<file path="config.mk">
export PLATFORM = sky130hd
export DESIGN_NAME = jet_stream_collector
export DESIGN_NICKNAME = d
export VERILOG_FILES = /design/src/rtl/jet_stream_pkg.sv /design/src/rtl/jet_fifo.sv /design/src/rtl/jet_stream_collector.sv
export SDC_FILE = /design/constraint.sdc
export NUM_CORES = 1
export LEC_CHECK = 0
export ABC_AREA = 1
export BUFFER_PORTS_ARGS = -buffer_cell sky130_fd_sc_hd__buf_2
export CAP_MARGIN = 20
export CORE_MARGIN = 8
export CORE_UTILIZATION = 25
export CTS_BUF_LIST = sky130_fd_sc_hd__clkbuf_4
export DETAILED_ROUTE_END_ITERATION = 7
export PLACE_DENSITY = 0.41
export SKIP_CTS_REPAIR_TIMING = 1
export SLEW_MARGIN = 20
export SYNTH_ARGS = -nofsm -noshare
export SYNTH_HDL_FRONTEND = slang
export SYNTH_HIERARCHICAL = 1
export SYNTH_SLANG_ARGS = --single-unit
export TNS_END_PERCENT = 1
</file>
<file path="constraint.sdc">
create_clock -name s_clk -period 3.75 [get_ports s_clk]
set_input_delay 0.1875 -clock s_clk [delete_from_list [all_inputs] [get_ports s_clk]]
set_output_delay 0.1875 -clock s_clk [all_outputs]
set_load 0.1 [all_outputs]
</file>
<file path="src/rtl/jet_stream_pkg.sv">
// Shared definitions for the jet stream collector: FSM states and the header beat layout.
package jet_stream_pkg;

  localparam logic [7:0] HDR_MAGIC     = 8'hE7;
  localparam int         HDR_MAGIC_LSB = 56;
  localparam int         HDR_EVT_LSB   = 40;
  localparam int         HDR_CNT_LSB   = 32;
  localparam int         HDR_OVF_BIT   = 31;

  typedef enum logic [1:0] {
    ST_IDLE,
    ST_COLLECT,
    ST_HEADER,
    ST_DRAIN
  } state_e;

  function automatic logic [63:0] make_header(input logic [15:0] evt_id,
                                              input logic [7:0]  jet_count,
                                              input logic        overflow);
    logic [63:0] h;
    h                         = '0;
    h[HDR_MAGIC_LSB +: 8]     = HDR_MAGIC;
    h[HDR_EVT_LSB +: 16]      = evt_id;
    h[HDR_CNT_LSB +: 8]       = jet_count;
    h[HDR_OVF_BIT]            = overflow;
    return h;
  endfunction

endpackage

</file>
<file path="src/rtl/jet_fifo.sv">
// Synchronous FIFO with a dual-pop read side: the two oldest entries are always visible,
// and the consumer retires 0, 1 or 2 of them per cycle.
module jet_fifo #(
  parameter int DEPTH = 16,
  parameter int W     = 32
) (
  input  logic                       clk,
  input  logic                       rst_n,
  input  logic                       flush_i,
  input  logic                       push_i,
  input  logic [W-1:0]               wr_data_i,
  input  logic [1:0]                 pop_n_i,
  output logic [W-1:0]               rd_data0_o,
  output logic [W-1:0]               rd_data1_o,
  output logic                       empty_o,
  output logic [$clog2(DEPTH+1)-1:0] count_o
);

  localparam int PW = (DEPTH > 1) ? $clog2(DEPTH) : 1;
  localparam int CW = $clog2(DEPTH + 1);

  logic [W-1:0]  mem_q [DEPTH];
  logic [PW-1:0] wr_ptr_q;
  logic [PW-1:0] rd_ptr_q;
  logic [CW-1:0] count_q;

  // Depth need not be a power of two, so pointers wrap explicitly.
  function automatic logic [PW-1:0] ptr_add(input logic [PW-1:0] p, input logic [1:0] n);
    logic [PW:0] s;
    s = {1'b0, p} + (PW+1)'(n);
    if (s >= (PW+1)'(DEPTH)) s = s - (PW+1)'(DEPTH);
    return s[PW-1:0];
  endfunction

  assign rd_data0_o = mem_q[rd_ptr_q];
  assign rd_data1_o = mem_q[ptr_add(rd_ptr_q, 2'd1)];
  assign empty_o    = (count_q == '0);
  assign count_o    = count_q;

  // NOTE: storage is deliberately not reset; pointers and count alone decide which entries are live.
  always_ff @(posedge clk) begin
    if (push_i) mem_q[wr_ptr_q] <= wr_data_i;
  end

  // NOTE: sequential state uses non-blocking assignments so every register samples pre-edge values.
  always_ff @(posedge clk or negedge rst_n) begin
    if (!rst_n) begin
      wr_ptr_q <= '0;
      rd_ptr_q <= '0;
      count_q  <= '0;
    end else if (flush_i) begin
      wr_ptr_q <= '0;
      rd_ptr_q <= '0;
      count_q  <= '0;
    end else begin
      if (push_i) wr_ptr_q <= ptr_add(wr_ptr_q, 2'd1);
      rd_ptr_q <= ptr_add(rd_ptr_q, pop_n_i);
      count_q  <= count_q + CW'(push_i) - CW'(pop_n_i);
    end
  end

endmodule

</file>
<file path="src/rtl/jet_stream_collector.sv">
// Collects one event's jet words, closes the event after an idle timeout and emits
// a header beat followed by the jets packed two per 64-bit beat.
module jet_stream_collector
  import jet_stream_pkg::*;
#(
  parameter int MAX_JETS = 16,
  parameter int TIMEOUT  = 64,
  parameter int EVT_W    = 16
) (
  input  logic             s_clk,
  input  logic             reset_n,
  input  logic             start,
  input  logic [31:0]      din,
  input  logic             vld_in,
  output logic             rdy_out,
  output logic [63:0]      dout,
  output logic             vld_out,
  output logic             last_out,
  input  logic             rdy_in,
  output logic [EVT_W-1:0] evt_count,
  output logic [15:0]      drop_count
);

  localparam int            CW       = $clog2(MAX_JETS + 1);
  localparam int            TW       = $clog2(TIMEOUT + 1);
  localparam logic [CW-1:0] CNT_MAX  = CW'(MAX_JETS);
  localparam logic [TW-1:0] TMO_LAST = TW'(TIMEOUT - 2);

  state_e           state_q;
  logic             start_pend_q;
  logic [EVT_W-1:0] evt_id_q;
  logic [EVT_W-1:0] evt_cnt_q;
  logic [15:0]      drop_cnt_q;
  logic [CW-1:0]    jet_cnt_q;
  logic             ovf_q;
  logic [TW-1:0]    tmo_q;
  logic             rdy_out_q;
  logic             vld_out_q;
  logic             last_out_q;
  logic [63:0]      dout_q;

  logic             accept;
  logic             out_hs;
  logic             load_beat;
  logic             two_left;
  logic             fifo_push;
  logic             fifo_flush;
  logic             fifo_empty;
  logic [1:0]       fifo_pop_n;
  logic [31:0]      fifo_rd0;
  logic [31:0]      fifo_rd1;
  logic [CW-1:0]    fifo_count;
  logic [63:0]      beat_d;
  logic             beat_last_d;

  assign accept      = rdy_out_q & vld_in;
  assign out_hs      = vld_out_q & rdy_in;
  assign fifo_push   = accept & (jet_cnt_q < CNT_MAX);
  assign fifo_flush  = (state_q == ST_IDLE) & (start | start_pend_q);

  // A payload beat is loaded on every handshake that is not the frame's last beat.
  assign load_beat   = out_hs & ~last_out_q & ~fifo_empty &
                       ((state_q == ST_HEADER) | (state_q == ST_DRAIN));
  assign two_left    = (fifo_count >= CW'(2));
  assign fifo_pop_n  = load_beat ? (two_left ? 2'd2 : 2'd1) : 2'd0;
  assign beat_d      = {fifo_rd0, two_left ? fifo_rd1 : 32'h0};
  assign beat_last_d = (fifo_count <= CW'(2));

  jet_fifo #(
    .DEPTH (MAX_JETS),
    .W     (32)
  ) u_fifo (
    .clk        (s_clk),
    .rst_n      (reset_n),
    .flush_i    (fifo_flush),
    .push_i     (fifo_push),
    .wr_data_i  (din),
    .pop_n_i    (fifo_pop_n),
    .rd_data0_o (fifo_rd0),
    .rd_data1_o (fifo_rd1),
    .empty_o    (fifo_empty),
    .count_o    (fifo_count)
  );

  always_ff @(posedge s_clk or negedge reset_n) begin
    if (!reset_n) begin
      state_q      <= ST_IDLE;
      start_pend_q <= 1'b0;
      evt_id_q     <= '0;
      evt_cnt_q    <= '0;
      drop_cnt_q   <= '0;
      jet_cnt_q    <= '0;
      ovf_q        <= 1'b0;
      tmo_q        <= '0;
      rdy_out_q    <= 1'b0;
      vld_out_q    <= 1'b0;
      last_out_q   <= 1'b0;
      dout_q       <= '0;
    end else begin
      // Starts that arrive while busy collapse into a single deferred start.
      if (start && (state_q != ST_IDLE)) start_pend_q <= 1'b1;

      case (state_q)
        ST_IDLE: begin
          if (start || start_pend_q) begin
            state_q      <= ST_COLLECT;
            start_pend_q <= 1'b0;
            evt_id_q     <= evt_cnt_q;
            jet_cnt_q    <= '0;
            ovf_q        <= 1'b0;
            tmo_q        <= '0;
            rdy_out_q    <= 1'b1;
          end
        end

        ST_COLLECT: begin
          if (accept) begin
            tmo_q <= '0;
            if (jet_cnt_q < CNT_MAX) begin
              jet_cnt_q <= jet_cnt_q + CW'(1);
            end else begin
              ovf_q <= 1'b1;
              if (drop_cnt_q != 16'hFFFF) drop_cnt_q <= drop_cnt_q + 16'd1;
            end
          end else if (tmo_q == TMO_LAST) begin
            // Close one cycle early so the registered header appears exactly TIMEOUT cycles after the last word.
            state_q    <= ST_HEADER;
            rdy_out_q  <= 1'b0;
            vld_out_q  <= 1'b1;
            dout_q     <= make_header(16'(evt_id_q), 8'(jet_cnt_q), ovf_q);
            last_out_q <= (jet_cnt_q == '0);
          end else begin
            tmo_q <= tmo_q + TW'(1);
          end
        end

        ST_HEADER, ST_DRAIN: begin
          if (out_hs) begin
            if (last_out_q) begin
              state_q    <= ST_IDLE;
              evt_cnt_q  <= evt_cnt_q + EVT_W'(1);
              vld_out_q  <= 1'b0;
              last_out_q <= 1'b0;
            end else begin
              state_q    <= ST_DRAIN;
              dout_q     <= beat_d;
              last_out_q <= beat_last_d;
            end
          end
        end

        default: state_q <= ST_IDLE;
      endcase
    end
  end

  assign rdy_out    = rdy_out_q;
  assign dout       = dout_q;
  assign vld_out    = vld_out_q;
  assign last_out   = last_out_q;
  assign evt_count  = evt_cnt_q;
  assign drop_count = drop_cnt_q;

endmodule

</file>
Word level (Yosys, flattened, before mapping)
Memories as Yosys holds them, arrays and structs flattened.
Cells that the tools add are included.

word-level totals
  input port bits = 37
  memories = 1
  output and inout bits = 99
  register bits after elaboration = 144
  logic and storage cells = 134
  RAM bits = 512

memories
  memory        depth  bits a word  read ports  clocked after Yosys merged registers in  wr ports  RTL line        RTL
  u_fifo.mem_q  16     32           2           0                                        1         jet_fifo.sv:22  logic [W-1:0] mem_q [DEPTH];

operators by class
  bitwise operators = 12
  eq/ne operators = 15
  add/subtract/negate cells = 12
  magnitude comparators = 6
  muxes and demuxes = 52
  reductions and logical operators = 21

operators by type and width
  operator                 number
  $mux W64                 4
  $pmux W64 S2             1
  $add A16 B1 Y16 const B  2
  $mux W32                 1
  $mux W4                  6
  $reduce_and A4 Y1        6
  $mux W7                  3
  $mux W5                  4
  $mux W1                  19
  $ne A16 B16 Y1 const B   1
  $ne A2 B2 Y1 const B     8
  $ge A5 B5 Y1 const B     3
  $mux W2                  7
  $pmux W7 S2              1
  $sub A4 B1 Y4 const B    3
  $add A4 B1 Y5 const B    2
  $logic_not A5 Y1         2
  $pmux W5 S2              1
  $reduce_and A5 Y1        2
  $pmux W1 S2              4
  $reduce_bool A2 Y1       4
  $add A7 B1 Y7 const B    1
  $and A1 B1 Y1            7
  $eq A7 B6 Y1 const B     1
  20 further kinds         25

Depth between registers and ports, before layout
  depth in word-level cells = 9
  mapped depth = 19
  depth with buffers taken out = 19

By module
The synthesis kept the hierarchy.

by module, submodules not included
  module                seq. area each (um^2)  cells each  instances  area an instance (um^2)
  jet_fifo              15700.1                3344        1          27791.7
  jet_stream_collector  3278.1                 895         1          6791.5

Least setup slack after synthesis
OpenSTA, ideal clock, no wires.

  kind = flip-flop to flip-flop
  from = register rdy_out_q (netlist: rdy_out)
  to = memory u_fifo.mem_q[11][0], enable pin
  period minus slack after synthesis = 3642 ps
  setup slack = 108 ps
  data arrival time = 3221 ps
  data required time = 3329 ps
  cell stages (with the launch flop) = 6
  library setup time = 421 ps
  path buffers = 1
  cell sequence = dfrtp_1 nand2_1 nor2_1 clkbuf_1 nand2_1 nor2_1

on the way
  longest elaborated chain between the ends = 4

ends and longest elaborated chain
  item                           RTL line                     RTL
  from (decl)                    jet_stream_collector.sv:37   logic rdy_out_q;
  from (signal assigned)         jet_stream_collector.sv:95   rdy_out_q <= 1'b0;
  from (signal assigned)         jet_stream_collector.sv:112  rdy_out_q <= 1'b1;
  from (signal assigned)         jet_stream_collector.sv:128  rdy_out_q <= 1'b0;
  $and A1 B1 Y1                  jet_stream_collector.sv:56   assign accept = rdy_out_q & vld_in;
  $and A1 B1 Y1                  jet_stream_collector.sv:58   assign fifo_push = accept & (jet_cnt_q < CNT_MAX);
  net fifo_push                  jet_stream_collector.sv:46   logic fifo_push;
  $mux W1                        jet_fifo.sv:42               if (push_i) mem_q[wr_ptr_q] <= wr_data_i;
  $mux W1 (implied by the code)  jet_fifo.sv:42
  to (decl)                      jet_fifo.sv:22

The timed path passes the listed nets, and every way through them passes these cells.

Worst setup path in the final report
  from = register u_fifo.count_q[2] (netlist: u_fifo/count_o[2])
  to = register u_fifo.count_q[4] (netlist: u_fifo/count_o[4])

on the way
  longest elaborated chain between the ends = 7
  elaborated cells between the ends (all ways) = 10
  those cells by class = 2 x add/sub; 1 x order compare; 3 x mux; 3 x bitwise; 1 x reduce/logical

ends and longest elaborated chain
  item                         RTL line                    RTL
  from (decl)                  jet_fifo.sv:25              logic [CW-1:0] count_q;
  from (signal assigned)       jet_fifo.sv:58              count_q <= count_q + CW'(push_i) - CW'(pop_n_i);
  $logic_not A5 Y1             jet_fifo.sv:37              assign empty_o = (count_q == '0);
  net fifo_empty               jet_stream_collector.sv:48  logic fifo_empty;
  $not A1 Y1                   jet_stream_collector.sv:62  assign load_beat = out_hs & ~last_out_q & ~fifo_empty &
  $and A1 B1 Y1 (2 in series)  jet_stream_collector.sv:62
  $mux W2                      jet_stream_collector.sv:65  assign fifo_pop_n = load_beat ? (two_left ? 2'd2 : 2'd1) : 2'd0;
  net fifo_pop_n[0]            jet_stream_collector.sv:49  logic [1:0] fifo_pop_n;
  $sub A5 B2 Y5                jet_fifo.sv:58
  $mux W5                      jet_fifo.sv:51              end else if (flush_i) begin

The timed path passes the listed nets, and every way through them passes these cells.
A chain may end at the register's enable or synchronous reset.

==> results.yml <==
drt:
  drt_iter0_drc: 2292
  vias: 29240
  wirelength_um: 126400
  wl_per_cell_um: 19.70
  firstDrtPassIters: 6
  routed_via_density: 4.555
  ant_nets: 0
  drc_errors: 0
hold_path:
  whs_path_depth: 2
  hp-start: "din[6]"
  min_to: "u_fifo/mem_q[2][6]"
  worstHoldPathType: "primary input to flop"
logic_synthesis:
  syn-num-nets: 4298
  syn_area_mm2: 0.03458
  synth_cells: 4239
  yosys.cell_types.count: 34
  yosys_warnings: 6
  async_flop_share_pct: 21.95
  synth_ff_type: "edfxtp_1"
  ys_ff_latch: 656
  synth_edf_count: 512
  avgSynthCellArea_um2: 8.158
  yosysSeqAreaShare_pct: 54.88
timing:
  skew_ps: 67.35
  timing.final.ws_setup_ps: 885.5
  tns_ps: 0
  fin_crit_sh_pct: 76.39
  worst_pin_slew_ps: 1030
  relSlewSlack_pct: 31.31
  grt_setup_unrepaired: "no"
  slew_viol_final: 0
  fmax_ghz: 0.3491
  hold_viol: 0
  setup_violations: 0
  fin_crit_ps: 2864
layout:
  fin_nets: 4525
  area_growth_syn_to_layout_pct: 17.59
  multi_input_area_mm2: 0.01220
  n_fill_cell: 14826
  seqCellArea_mm2: 0.01899
  drive_above_1_share_pct: 12.19
clock_network:
  cts_root_buf: "clkbuf_4"
  htreeDepth: 4
  cts_tree: "done"
  clockBufferDepth: 3
  clkTransAtPathRegs_ps: 70
  clock_latency_ps: 1150
  numCtsBuffers: 186
  cts_num_sinks: 656
place:
  dpl.hpwl_um: 71930
  io_buffers: 135
  place.gp.congestion: 0.7786
  pre_cts_slack_ps: 883.1
setup_path:
  crit_type: "flop to flop"
  crit-reg2reg-capture: "u_fifo/count_o[4]"
  crit_fanout: 4
  cpMaxStageDelayCell: "fa_1"
  path_common_cell: "nand2_1"
  cp.arrival_ps: 3920
  crit_required_ps: 4810
  cpPeakStageDelay_ps: 450
  reg2reg_depth: 19
  ff2ff_setup_slack_ps: 890
  endpoint_kind: "flop"
  worstPathCellList: "inv_1 -> ha_1 -> nand2_1 -> nor3_1 -> nor2_1 -> nand2_1 -> nor2_1 -> ha_1 -> inv_1 -> ha_1 -> inv_1 -> fa_1 -> inv_1 -> nand2_1 -> nand2_1 -> a21oi_1 -> nand2_1 -> nand2_1 -> nor2_1"
  worstReg2RegStart: "u_fifo/count_o[2]"
  startpoint_type: "flop"
pwr:
  p_clk_share_pct: 22.5
  p_per_area_mw_per_mm2: 732.2
  power_switching_w: 0.01434
  vdd_ir_drop_max_uv: 696.8
  p_comb_share_pct: 47.3
  internal-power_w: 0.01544
  power.share.sequential_pct: 30.1
  p_leak_nw: 18.48
  switching_share_pct: 48.15
floorplan:
  die_width_um: 387.9
  die-height_um: 387.9
  core-area_mm2: 0.1373
  row_count: 136
  die-area_mm2: 0.1505
  start_util_pct: 25.18
  ioPinCount: 136
grt:
  grt_use_total_pct: 16.28
  grt_start_max_net_pins: 146
  grt_pass1_vias: 27961
  grt_overflow: 0
  antenna_found_initial: 4
  grt_pass1_wl_um: 186300
outcome:
  status: "finished clean"
run:
  maxCapViolations: 0
final cells by class:
type,count,share of cell area (%)
flip-flops and latches,656,46.70
multi-input cells,2691,30.01
repair buffers,294,6.000
inverters,637,5.913
well taps,1794,5.520
clock buffers,284,5.243
clock inverters,56,0.5723
diodes,7,0.04307
stage by stage:
step	utilization, %	hold slack, ps	std cells	total power [W]	cell area [µm²]
after CTS	28.97	-971.1	6329	0.03004	39790
after global placement	27.25	368.0	5989	0.02319	37420
after detailed placement	27.25	362.3	5989	0.02315	37420
after global routing	29.61	-13.81	6419	0.03181	40670
after floorplan	-	-108.1	4239	0.01863	34580
final	29.61	70.78	6419	0.02978	40670
cells by family (layout without fill, tap and decap cells):
family / count (synthesis) / count (layout) / synth area share (%)
and+or+nand+nor: 2578 / 2578 / 32.15
buffers and inverters: 892 / 1271 / 10.40
adders and majority gates: 22 / 22 / 0.8394
DFF: 656 / 656 / 54.88
AOI/OAI and AO/OA: 65 / 65 / 0.9660
xor gates and xnor gates: 26 / 26 / 0.7670
other: 0 / 7 / 0
state kept, by name (all words and copies together) (netlist names), 5 cells and up:
| register | flops |
|---|---|
| drop_count | 16 |
| u_fifo/mem_q | 512 |
| tmo_q | 7 |
| evt_count | 16 |
| jet_cnt_q | 5 |
| dout | 64 |
| evt_id_q | 16 |
| u_fifo/count_o | 5 |
cells in the mapped netlist (2+ instances only):
cell / instances / area share [%]
a21oi_1: 9 / 0.13
buf_1: 39 / 0.42
buf_2: 85 / 1.2
buf_4: 12 / 0.26
buf_6: 13 / 0.42
clkbuf_1: 106 / 1.2
dfrtp_1: 144 / 10
edfxtp_1: 512 / 44
fa_1: 2 / 0.12
ha_1: 20 / 0.72
inv_1: 633 / 6.9
inv_2: 3 / 0.033
nand2_1: 1430 / 16
nand2_2: 2 / 0.036
nand3_1: 932 / 13
nand4_1: 82 / 1.5
nor2_1: 114 / 1.2
nor2_2: 3 / 0.054
nor3_1: 3 / 0.043
o21ai_0: 50 / 0.72
o21ai_1: 3 / 0.043
or2_2: 8 / 0.14
xnor2_1: 13 / 0.33
xor2_1: 11 / 0.28
routing by layer:
layer	up-vias	part of all wire, %	GRT usage [%]
met1	13852	46	21.51
met5	-	0	0
met2	932	46	26.73
met3	196	5.6	3.437
li1	14260	-	-
met4	0	2.4	4.965
how the worst max path moves through the flow:
stage / to / cells after the start / slack (ps) / from
2_1_floorplan: u_fifo/mem_q[11][0] / 5 / 110 / rdy_out
3_3_place_gp: u_fifo/count_o[4] / 18 / 940 / state_q[1]
3_5_place_dp: u_fifo/count_o[4] / 19 / 880 / state_q[1]
4_1_cts: u_fifo/count_o[4] / 19 / 860 / state_q[1]
5_1_grt: u_fifo/count_o[4] / 19 / 560 / state_q[1]
6_report: u_fifo/count_o[4] / 19 / 890 / u_fifo/count_o[2]
layout by cell type (no fill, tap or decap), drive strengths merged:
cell type | Yosys | layout
diode | 0 | 7
clkinvlp | 0 | 3
fa | 2 | 2
a21oi | 9 | 9
o21a | 1 | 1
clkbuf | 106 | 284
or2 | 8 | 8
nand3b | 1 | 1
dlygate4sd3 | 0 | 81
edfxtp | 512 | 512
ha | 20 | 20
buf | 149 | 213
nor2 | 118 | 118
o21ai | 54 | 54
nand2 | 1433 | 1433
nand3 | 933 | 933
xnor2 | 14 | 14
dfrtp | 144 | 144
xor2 | 12 | 12
inv | 636 | 643
o31ai | 1 | 1
nand4 | 82 | 82
nor3 | 3 | 3
clkinv | 1 | 47
critical path: cells and delay by family (launching register included):
kind / cells / cell delay, ps
buf+inv: 4 / 280
fa+ha+maj: 4 / 1110
compound gates: 1 / 70
flops: 1 / 400
simple gates: 10 / 940
power groups by stage:
stage	Combinational, W	Clock (W)	Sequential [W]
after global placement	0.0141	0	0.00913
after detailed placement	0.0140	0	0.00912
after floorplan	0.00786	0	0.0108
after CTS	0.0141	0.00699	0.00898
final	0.0141	0.00671	0.00897
after global routing	0.0154	0.00734	0.00903
(Power assumes the default switching activity.)
